--- config.mk ---
export PLATFORM = sky130hd
export DESIGN_NAME = width_gearbox_flat
export DESIGN_NICKNAME = d
export VERILOG_FILES = /design/src/rtl/width_gearbox_pkg.sv /design/src/rtl/width_gearbox_if.sv /design/src/rtl/width_gearbox.sv /design/src/flat_wrapper.sv
export SDC_FILE = /design/constraint.sdc
export NUM_CORES = 1
export LEC_CHECK = 0
export CORE_MARGIN = 2
export CORE_UTILIZATION = 52
export CTS_CLUSTER_SIZE = 10
export DETAILED_ROUTE_END_ITERATION = 12
export PLACE_DENSITY = 0.79
export SLEW_MARGIN = 0
export SYNTH_ARGS = -nofsm -noshare
export SYNTH_HDL_FRONTEND = slang
export SYNTH_SLANG_ARGS = --single-unit
--- constraint.sdc ---
create_clock -name clk -period 3.2 [get_ports clk]
set_input_delay 0.96 -clock clk [delete_from_list [all_inputs] [get_ports clk]]
set_output_delay 0.96 -clock clk [all_outputs]
set_load 0.1 [all_outputs]
--- src/rtl/width_gearbox_pkg.sv ---
// rtl/width_gearbox_pkg.sv - shared sizing helpers for the width_gearbox stream repacker
package width_gearbox_pkg;

    localparam int DEFAULT_IN_W    = 8;
    localparam int DEFAULT_OUT_W   = 12;
    localparam int DEFAULT_BUF_CAP = DEFAULT_IN_W + DEFAULT_OUT_W - 1;

    function automatic int cnt_width(input int in_w, input int out_w);
        return $clog2(in_w + out_w);
    endfunction

    function automatic int buf_cap(input int in_w, input int out_w);
        return in_w + out_w - 1;
    endfunction

endpackage

--- src/rtl/width_gearbox_if.sv ---
// rtl/width_gearbox_if.sv - input beat and output word handshake bundle for width_gearbox
interface width_gearbox_if
    import width_gearbox_pkg::*;
#(
    parameter int IN_W  = DEFAULT_IN_W,
    parameter int OUT_W = DEFAULT_OUT_W
);
    logic             in_valid;
    logic             in_ready;
    logic [IN_W-1:0]  in_data;
    logic             in_last;
    logic             out_valid;
    logic             out_ready;
    logic [OUT_W-1:0] out_data;
    logic             out_last;

    // master: the producer/consumer pair around the gearbox
    modport master (
        output in_valid, in_data, in_last, out_ready,
        input  in_ready, out_valid, out_data, out_last
    );

    modport slave (
        input  in_valid, in_data, in_last, out_ready,
        output in_ready, out_valid, out_data, out_last
    );
endinterface

--- src/rtl/width_gearbox.sv ---
// rtl/width_gearbox.sv - IN_W to OUT_W MSB-first stream repacker; WIDTH_GEARBOX_FLUSH_EN adds end-of-packet flush
module width_gearbox
    import width_gearbox_pkg::*;
#(
    parameter int IN_W  = DEFAULT_IN_W,
    parameter int OUT_W = DEFAULT_OUT_W
)(
    input  logic           clk,
    input  logic           rst_n,
    width_gearbox_if.slave bus
);

    localparam int BUF_W = buf_cap(IN_W, OUT_W);
    localparam int CW    = cnt_width(IN_W, OUT_W);
    localparam logic [CW-1:0] IN_W_C  = CW'(IN_W);
    localparam logic [CW-1:0] OUT_W_C = CW'(OUT_W);
    localparam logic [CW-1:0] BUF_W_C = CW'(BUF_W);

    logic [BUF_W-1:0] bit_buf, buf_next, comb_buf, beat_ext;
    logic [CW-1:0]    cnt, cnt_next, comb_cnt;
    logic             accept, slot_free, load;
    logic             out_valid_q, out_valid_next;
    logic [OUT_W-1:0] out_data_q, out_data_next;

`ifdef WIDTH_GEARBOX_FLUSH_EN
    logic flush_pending, flush_next, flush_act, load_last;
    logic out_last_q, out_last_next;

    assign flush_act     = flush_pending || (accept && bus.in_last);
    assign bus.in_ready  = (cnt < OUT_W_C) && !flush_pending;
    assign bus.out_last  = out_last_q;
`else
    logic unused_in_last;

    assign unused_in_last = bus.in_last;
    assign bus.in_ready   = (cnt < OUT_W_C);
    assign bus.out_last   = 1'b0;
`endif

    assign accept        = bus.in_valid && bus.in_ready;
    assign bus.out_valid = out_valid_q;
    assign bus.out_data  = out_data_q;

    always_comb begin
        // bits below cnt are always zero, so OR-ing the shifted beat appends it
        beat_ext                   = '0;
        beat_ext[BUF_W-1 -: IN_W]  = bus.in_data;
        comb_buf  = bit_buf | (accept ? (beat_ext >> cnt) : '0);
        comb_cnt  = cnt + (accept ? IN_W_C : '0);
        slot_free = !out_valid_q || bus.out_ready;

        load = 1'b0;
`ifdef WIDTH_GEARBOX_FLUSH_EN
        load_last = 1'b0;
        if (slot_free && flush_act && (comb_cnt != '0) && (comb_cnt <= OUT_W_C)) begin
            load      = 1'b1;
            load_last = 1'b1;
        end else if (slot_free && (comb_cnt >= OUT_W_C)) begin
            load = 1'b1;
        end
`else
        if (slot_free && (comb_cnt >= OUT_W_C))
            load = 1'b1;
`endif

        cnt_next       = comb_cnt;
        buf_next       = comb_buf;
        out_valid_next = out_valid_q && !bus.out_ready;
        out_data_next  = out_data_q;
`ifdef WIDTH_GEARBOX_FLUSH_EN
        out_last_next  = out_valid_next ? out_last_q : 1'b0;
        flush_next     = flush_act && !load_last;
`endif

        if (load) begin
            out_valid_next = 1'b1;
            out_data_next  = comb_buf[BUF_W-1 -: OUT_W];
            buf_next       = comb_buf << OUT_W;
            // a residual flush word empties the buffer completely
            cnt_next       = (comb_cnt >= OUT_W_C) ? (comb_cnt - OUT_W_C) : '0;
`ifdef WIDTH_GEARBOX_FLUSH_EN
            out_last_next  = load_last;
`endif
        end
    end

    always_ff @(posedge clk or negedge rst_n) begin
        if (!rst_n) begin
            bit_buf       <= '0;
            cnt           <= '0;
            out_valid_q   <= 1'b0;
            out_data_q    <= '0;
`ifdef WIDTH_GEARBOX_FLUSH_EN
            out_last_q    <= 1'b0;
            flush_pending <= 1'b0;
`endif
        end else begin
            bit_buf       <= buf_next;
            cnt           <= cnt_next;
            out_valid_q   <= out_valid_next;
            out_data_q    <= out_data_next;
`ifdef WIDTH_GEARBOX_FLUSH_EN
            out_last_q    <= out_last_next;
            flush_pending <= flush_next;
`endif
        end
    end

    a_cnt_bound: assert property (@(posedge clk) disable iff (!rst_n) cnt <= BUF_W_C);

endmodule

--- src/flat_wrapper.sv ---
// flat-port wrapper written by rule: the top's interface ports become plain ports
module width_gearbox_flat import width_gearbox_pkg::*;
#(
    parameter int IN_W  = DEFAULT_IN_W,
    parameter int OUT_W = DEFAULT_OUT_W
)
  (clk, rst_n, bus_in_valid, bus_in_data, bus_in_last, bus_out_ready, bus_in_ready, bus_out_valid, bus_out_data, bus_out_last);
  width_gearbox_if #(.IN_W(IN_W), .OUT_W(OUT_W)) bus_i ();
  input  logic clk;
  input  logic rst_n;
  input wire logic [$bits(bus_i.in_valid)-1:0] bus_in_valid;
  input wire logic [$bits(bus_i.in_data)-1:0] bus_in_data;
  input wire logic [$bits(bus_i.in_last)-1:0] bus_in_last;
  input wire logic [$bits(bus_i.out_ready)-1:0] bus_out_ready;
  output wire logic [$bits(bus_i.in_ready)-1:0] bus_in_ready;
  output wire logic [$bits(bus_i.out_valid)-1:0] bus_out_valid;
  output wire logic [$bits(bus_i.out_data)-1:0] bus_out_data;
  output wire logic [$bits(bus_i.out_last)-1:0] bus_out_last;
  assign bus_i.in_valid = bus_in_valid;
  assign bus_i.in_data = bus_in_data;
  assign bus_i.in_last = bus_in_last;
  assign bus_i.out_ready = bus_out_ready;
  assign bus_in_ready = bus_i.in_ready;
  assign bus_out_valid = bus_i.out_valid;
  assign bus_out_data = bus_i.out_data;
  assign bus_out_last = bus_i.out_last;
  width_gearbox #(.IN_W(IN_W), .OUT_W(OUT_W)) u_core (.clk(clk), .rst_n(rst_n), .bus(bus_i));
endmodule
==> results of run 1 <==
final cells by class:
class | count | area (sq um)
inverters | 15 | 56.3
clock inverters | 1 | 7.51
well taps | 44 | 55.1
flip-flops and latches | 35 | 876
multi-input cells | 85 | 664
fillers | 254 | 1020
repair buffers | 33 | 288
clock buffers | 7 | 65.1
cell families (layout without fill, tap and decap cells):
group / Yosys count / count (layout) / synth area share [%]
AND/OR/NAND/NOR: 26 / 26 / 10.0
flip-flops: 35 / 35 / 53.6
adder cells (fa/ha/maj): 4 / 4 / 3.07
other: 1 / 1 / 0.230
AO/OA/AOI/OAI: 32 / 32 / 12.5
XOR/XNOR: 2 / 2 / 1.53
buffers and inverters: 22 / 56 / 6.36
multiplexers: 20 / 20 / 12.6
layout by cell type (no fill, tap or decap), types with 5 or more instances in the layout:
cell type | synthesis | layout
inv_1 | 15 | 15
nor2_1 | 9 | 9
mux2i_1 | 15 | 15
clkbuf_4 | 0 | 5
clkdlybuf4s50_1 | 0 | 11
a21oi_1 | 17 | 16
mux2_2 | 5 | 5
and3b_1 | 8 | 8
dfrtp_1 | 35 | 35
buf_4 | 1 | 21
worst max-delay path, stage by stage:
cell	delay (ns)
clkdlybuf4s50_1	0.46
and2_1	0.17
ha_1	0.33
ha_1	0.20
ha_1	0.19
a21oi_2	0.18
a21oi_4	0.10
buf_4	0.22
mux2i_1	0.13
worst max path at each step:
stage | end | slack [ns] | start
6_report | u_core.bus.out_data[10] | 0.50 | bus_in_valid
5_1_grt | u_core.cnt[4] | 0.37 | bus_in_valid
4_1_cts | u_core.cnt[4] | 0.50 | bus_in_valid
3_5_place_dp | u_core.bus.out_data[6] | 0.12 | bus_in_valid
3_3_place_gp | u_core.bus.out_data[8] | 0.16 | bus_in_valid
2_1_floorplan | u_core.cnt[2] | 0.17 | u_core.cnt[2]
through the flow:
step	util [%]	instances	cell area (sq um)
final	66.4	220	2010
after global routing	66.4	220	2010
after CTS	66.4	220	2010
after detailed placement	64.0	212	1940
after global placement	64.0	212	1940
after floorplan	-	142	1640
registers in the layout, summed over array words and instances (netlist names):
signal	flops
u_core.bus.out_data	12
u_core.bus.out_valid	1
u_core.cnt	3
u_core.bit_buf	19
routing by layer:
metal / global-route usage, % / vias to the layer above
met1: 24.3 / 546
met2: 33.4 / 19
met4: 6.67 / 0
li1: - / 553
met5: 0 / -
met3: 6.06 / 2
==> results.json, run 1 <==
{
  "place.gp.congestion": 0.799,
  "crit_path_max_fanout": 11,
  "seq_area_frac_synth_pct": 53.6,
  "drt_wl_total_um": 2990,
  "layout_setup_ws_ns": 0.501,
  "top_layer_used": "met4",
  "arrival_ns": 2.93,
  "antenna_found_initial": 0,
  "drt-initial-drc-count": 16,
  "syn_nets": 159,
  "dr_wl_met2_um": 1560,
  "max_cap_viol_count": 0,
  "grt_start_max_net_pins": 36,
  "cts_buffers": 5,
  "cts_root_buf": "clkbuf_4",
  "min_period_ns": 2.70,
  "ys_seq_elements": 35,
  "numPortBuffers": 25,
  "place_worst_setup_slack_ns": 0.121,
  "clk_path_buf_depth": 2,
  "setup_viol": 0,
  "grt_pass1_wl_um": 5220,
  "synth_top_area_share_pct": 53.6,
  "via_count": 1120,
  "rr_endpoint": "u_core.bus.out_data[10]",
  "clk_latency_ns": 0.34,
  "die_x_um": 60.0,
  "setup-tns-final_ns": 0,
  "htreeDepth": 2,
  "hold_depth": 2,
  "worstReg2RegStart": "u_core.cnt[3]",
  "fin_skew_ns": 0.00842,
  "min-delay-start": "u_core.bit_buf[4]",
  "hold_class": "reg -> reg",
  "ioPinCount": 28,
  "synth-edff-count": 0,
  "postRouteAntennaNets": 0,
  "synthTopCellsByArea": "dfrtp_1 (54%), mux2i_1 (9.2%), a21oi_1 (5.2%)",
  "yosysUniqueCellTypes": 29,
  "ys_top_cells_by_count": "dfrtp_1 (35), a21oi_1 (17), inv_1 (15), mux2i_1 (15), nor2_1 (9)",
  "drive_gt1_share_pct": 22.7,
  "dp_hpwl_um": 2200,
  "setup.worst_path.end_class": "register",
  "path_class": "in -> reg",
  "die_h_um": 60.0,
  "overflow": 0,
  "reg2reg_slack_ns": 0.91,
  "first_pass_iters": 6,
  "path_clk_slew_ns": 0.11,
  "yosysWarnings": 0,
  "route.detailed.drc": 0,
  "cts_hold_buf": 0,
  "r2r_cells": 9,
  "synth_ff_type": "dfrtp_1",
  "grtUsageTotal_pct": 19.9,
  "start_util_pct": 53.9,
  "cts_tree": "done",
  "slew_headroom_pct": 61.2,
  "grt_pass1_vias": 1128,
  "met3_length_um": 106,
  "hold_viol_final": 0,
  "postCtsSetupBuffers": 0,
  "rsz0062_at_grt": "no",
  "row_count": 20,
  "postSynthCellCount": 142,
  "required_ns": 3.43,
  "worst_hold_path.endpoint": "u_core.bit_buf[4]",
  "yosysMostFrequentCell": "dfrtp_1",
  "fmax_mhz": 371,
  "viasPerCell": 5.09,
  "ys_async_sr_fraction_pct": 100,
  "num_antenna_cells": 0,
  "status": "complete, no violations",
  "drt-met1-wl_um": 1310,
  "syn_area_sq_um": 1630,
  "fin_hold_ws_ns": 0.495,
  "worstMarginPinSlew_ns": 0.581,
  "core_sq_um": 3030,
  "routedWlPerCell_um": 13.6,
  "die_area_sq_um": 3600,
  "fin_crit_sh_pct": 84.3,
  "syn_avg_cell_area_sq_um": 11.5,
  "fin_nets": 192,
  "ctsResizeCount": 0,
  "cts_sinks": 35,
  "startpoint_type": "input port",
  "yosys.area.top_type": "dfrtp_1",
  "slew_violations": 0,
  "areaGrowthSynthToFinish_pct": 23.2
}
Power of run 1 is left out: the tool's default activity adds up to more than one toggle a clock period on the data nets, which glitch-free logic cannot reach.
==> run 2: changes to the inputs <==
CORE_UTILIZATION = 47   (was 52)
PLACE_DENSITY = 0.75   (was 0.79)
clock period = 2.3 ns   (was 3.2 ns; I/O delays follow)
==> run 2 against run 1 <==
Net effect:
- clock skew shrank 0.0037 ns
- utilization shrank 1.1 points
- cell count grew 4.5%
- critical path depth is the same
- routed wire length grew 8.6%
- setup slack lost 0.40 ns
- cell area grew 8.4%
- register-to-register slack lost 0.71 ns
- flip-flop and latch count is the same
- die area grew 9.9%
- clock-buffer cell count grew 1
- critical path type unchanged
- critical endpoint is now u_core.cnt[3]
- highest routed layer unchanged
==> results.json, run 2 (synthesis gave the netlist of run 1 again) <==
{
  "top_register": "u_core.bit_buf",
  "grt_pass1_vias": 1199,
  "overflow": 0,
  "final_cells": 230,
  "grt_pass1_wl_um": 5690,
  "drt_wl_total_um": 3250,
  "htreeDepth": 2,
  "critical_path_buf_inv_count": 2,
  "crit_path_max_fanout": 3,
  "hold_viol_final": 0,
  "crit_chain": "dlygate4sd2_1, and2_4, ha_4, ha_2, ha_4, a21oi_4, a21oi_4, buf_12, mux2_2",
  "die_h_um": 62.9,
  "setup-tns-final_ns": 0,
  "via_count": 1180,
  "setup.worst_path.end_class": "register",
  "met3_usage_pct": 5.95,
  "ioPinCount": 28,
  "numPortBuffers": 25,
  "route.detailed.drc": 0,
  "arrival_ns": 2.42,
  "dp.cells": 220,
  "path_class": "in -> reg",
  "first_pass_iters": 4,
  "dp_hpwl_um": 2270,
  "viasPerCell": 5.13,
  "routedWlPerCell_um": 14.1,
  "fin_skew_ns": 0.00475,
  "path_clk_slew_ns": 0.10,
  "fin_crit_sh_pct": 95.8,
  "grt_start_max_net_pins": 36,
  "row_count": 21,
  "status": "complete, no violations",
  "final_cell_mix": "dfrtp_1 (35), buf_4 (25), a21oi_1 (16)",
  "min_period_ns": 2.20,
  "clk_latency_ns": 0.33,
  "cpMaxStageDelayCell": "mux2_2",
  "postRouteAntennaNets": 0,
  "num_antenna_cells": 0,
  "grtUsageTotal_pct": 18.8,
  "max_stage_delay_ns": 0.33,
  "largest_reg_flops": 19,
  "hold_class": "reg -> reg",
  "drive_gt1_share_pct": 27.7,
  "core_sq_um": 3340,
  "areaGrowthSynthToFinish_pct": 33.6,
  "grt.met1_usage_pct": 23.2,
  "antenna_found_initial": 0,
  "die_x_um": 62.9,
  "cts_sinks": 35,
  "startpoint_type": "input port",
  "fmax_mhz": 454,
  "setup_viol": 0,
  "slew_violations": 0,
  "fin_hold_ws_ns": 0.499,
  "grtUsageMet2_pct": 30.5,
  "mostFrequentLayoutCell": "dfrtp_1",
  "max_cap_viol_count": 0,
  "required_ns": 2.52,
  "clk_path_buf_depth": 2,
  "cts_buffers": 5,
  "start_util_pct": 48.9,
  "cts_root_buf": "clkbuf_4",
  "grt.busiest_layer": "met2",
  "rsz0062_at_grt": "no",
  "fill_cells": 278,
  "fin_nets": 200,
  "cts_tree": "done",
  "die_area_sq_um": 3960,
  "drt-initial-drc-count": 31,
  "place.gp.congestion": 0.793,
  "crit_family": "adder cells"
}
[run 2: worst paths after layout]
kind | from | endpoint | slack (ns) | cells past startpoint
setup / recovery | bus_in_valid | u_core.cnt[3] | 0.1 | 9
hold / removal | u_core.bit_buf[3] | u_core.bit_buf[3] | 0.50 | 2
setup reg to reg | u_core.cnt[3] | u_core.bus.out_data[2] | 0.20 | 9
hold reg to reg | u_core.bit_buf[3] | u_core.bit_buf[3] | 0.50 | 2
max in group asynchronous | rst_n | u_core.bus.out_data[0] | 1.23 | 2
min in group asynchronous | rst_n | u_core.cnt[2] | 0.77 | 2
[run 2: what timing repair did]
action	4_1_cts	5_1_grt
hold endpoints to repair	0	0
resized for setup	1	0
endpoints found under the setup margin	10	0
buffers inserted	1	0
hold buffers	0	0
[run 2: area by class of cell]
class / instances / area (sq um) / area share [%]
clock buffer: 8 / 68.8 / 3.16
inverter: 15 / 56.3 / 2.58
multi-input combinational: 85 / 713 / 32.7
sequential: 35 / 876 / 40.2
tap: 46 / 57.6 / 2.64
timing repair buffer: 41 / 409 / 18.8
[run 2: per-layer routing]
| metal | part of all wire, % | up-vias |
|---|---|---|
| met3 | 4.1 | 7 |
| li1 | - | 569 |
| met4 | 1.7 | 0 |
| met1 | 43 | 578 |
| met2 | 51 | 26 |
| met5 | 0 | - |
[run 2: tightest hold or removal path: stages (launching register included)]
cell,delay (ns)
dfrtp_1,0.34
a21oi_1,0.05
nor2_1,0.08
[run 2: stage by stage]
stage | instance area, sq um | worst slack, ns | utilization (%)
floorplan | 1710 | -0.499 | -
global placement | 2060 | -0.309 | 61.8
detailed placement | 2060 | -0.408 | 61.8
CTS | 2180 | 0.117 | 65.4
global route | 2180 | 0.0679 | 65.4
finish | 2180 | 0.0968 | 65.4
Power of run 2 is left out for the same reason.
==> run 3: changes to the inputs <==
CAP_MARGIN = 15   (was unset)
CORE_MARGIN = unset   (was 2)
==> run 3 against run 2 <==
Net effect:
- cell area grew 0.46%
- setup slack gained 0.061 ns
- routed wire length grew 1.3%
- first-iteration DRC count is 55% higher
- worst hold slack got worse by 0.012 ns
- critical path depth rose by 1
- non-clock buffer count unchanged
- register-to-register slack barely moved
- critical endpoint is now u_core.bit_buf[17]
- clock-buffer cell count unchanged
- clock skew rose by 0.0016 ns
- die area down 6.3%
- global-route usage rose by 2.1 points
==> results.json, run 3 (synthesis gave the netlist of run 1 again) <==
{
  "setup.worst_path.end_class": "register",
  "first_pass_iters": 4,
  "rsz0062_at_grt": "no",
  "antenna_found_initial": 0,
  "clk_path_buf_depth": 2,
  "reg2reg_slack_ns": 0.19,
  "fmax_mhz": 467,
  "num_antenna_cells": 0,
  "layout_setup_ws_ns": 0.158,
  "required_ns": 2.54,
  "startpoint": "bus_in_valid",
  "grt_pass1_wl_um": 5540,
  "fin_hold_ws_ns": 0.487,
  "fin_nets": 200,
  "fin_skew_ns": 0.00637,
  "start_util_pct": 48.9,
  "final_cell_mix": "dfrtp_1 (35), buf_4 (25), a21oi_1 (16)",
  "worstReg2RegStart": "u_core.cnt[3]",
  "numPortBuffers": 25,
  "largest_reg_flops": 19,
  "grt.met1_usage_pct": 24.3,
  "ioPinCount": 28,
  "slew_violations": 0,
  "grt_start_max_net_pins": 36,
  "path_clk_slew_ns": 0.10,
  "die_x_um": 60.9,
  "worstMarginPinSlew_ns": 0.501,
  "r2r_cells": 10,
  "setup-tns-final_ns": 0,
  "crit_path_end": "u_core.bit_buf[17]",
  "hold_class": "reg -> reg",
  "die_h_um": 60.9,
  "areaGrowthSynthToFinish_pct": 34.2,
  "dp_hpwl_um": 2320,
  "die_area_sq_um": 3710,
  "postRouteAntennaNets": 0,
  "grt.busiest_layer": "met2",
  "cts_tree": "done",
  "rr_endpoint": "u_core.bit_buf[17]",
  "crit_path_max_fanout": 12,
  "place.gp.congestion": 0.786,
  "setup_viol": 0,
  "top_register": "u_core.bit_buf",
  "cts_sinks": 35,
  "via_count": 1208,
  "row_count": 21,
  "status": "complete, no violations",
  "max_cap_viol_count": 0,
  "mostFrequentLayoutCell": "dfrtp_1",
  "drt-initial-drc-count": 48,
  "htreeDepth": 2,
  "path_class": "in -> reg",
  "min_period_ns": 2.14,
  "startpoint_type": "input port",
  "routedWlPerCell_um": 14.3,
  "hold_viol_final": 0,
  "fin_crit_sh_pct": 93.1,
  "drive_gt1_share_pct": 27.7,
  "clk_latency_ns": 0.32,
  "fin_area_sq_um": 2190,
  "place_area_sq_um": 2050,
  "cts_buffers": 5,
  "core_sq_um": 3340,
  "grt_pass1_vias": 1215,
  "cts_root_buf": "clkbuf_4",
  "place_worst_setup_slack_ns": -0.404,
  "met3_usage_pct": 5.54,
  "grtUsageTotal_pct": 21.0,
  "grtUsageMet2_pct": 35.6,
  "route.detailed.drc": 0,
  "overflow": 0,
  "slew_headroom_pct": 66.5,
  "viasPerCell": 5.25,
  "drt_wl_total_um": 3290,
  "arrival_ns": 2.38
}
==> run 3: cell types whose count changed in the layout (fill, tap and decap cells not counted) <==
cell,change
ha_2,-1
ha_4,+1
==> run 3: cell type report <==
type | instances | area [sq um]
fill | 282 | 1150
multi-input combinational | 85 | 723
tap | 46 | 57.6
clock buffer | 8 | 68.8
timing repair buffer | 41 | 409
inverter | 15 | 56.3
sequential | 35 | 876
==> run 3: per-stage QoR <==
step / utilization (%) / cells
after floorplan: - / 142
after CTS: 65.7 / 230
after global routing: 65.7 / 230
after detailed placement: 61.4 / 220
after global placement: 61.4 / 220
final: 65.7 / 230
==> run 3: timing repair <==
action | CTS | global route
setup buffers | 1 | 0
setup endpoints to repair | 7 | 0
hold buffers | 0 | 0
gates resized for setup | 5 | 0
==> run 3: worst max-delay path, stage by stage <==
cell and delay, ns:
dlygate4sd2_1 0.24, and2_4 0.16, ha_4 0.28, ha_4 0.13
ha_4 0.14, a21oi_4 0.04, a21oi_4 0.20, buf_12 0.13
buf_12 0.13, mux2i_1 0.22
==> run 3: worst min path at each step <==
stage,start,endpoint,slack [ns],cells past startpoint
final,u_core.bit_buf[6],u_core.bit_buf[6],0.49,2
after global routing,u_core.bit_buf[6],u_core.bit_buf[6],0.51,2
after CTS,u_core.bit_buf[6],u_core.bit_buf[6],0.49,2
after detailed placement,u_core.bit_buf[6],u_core.bit_buf[6],0.47,2
after global placement,u_core.bit_buf[3],u_core.bit_buf[3],0.46,2
after floorplan,rst_n,u_core.bit_buf[0],0.39,0
==> run 3: routing by layer <==
metal  vias to the layer above  part of all wire (%)
met5                         -                     0
met4                         0                   2.5
met2                        37                    53
li1                        569                     -
met3                        11                   4.6
met1                       591                    40
Power of run 3 is left out for the same reason.
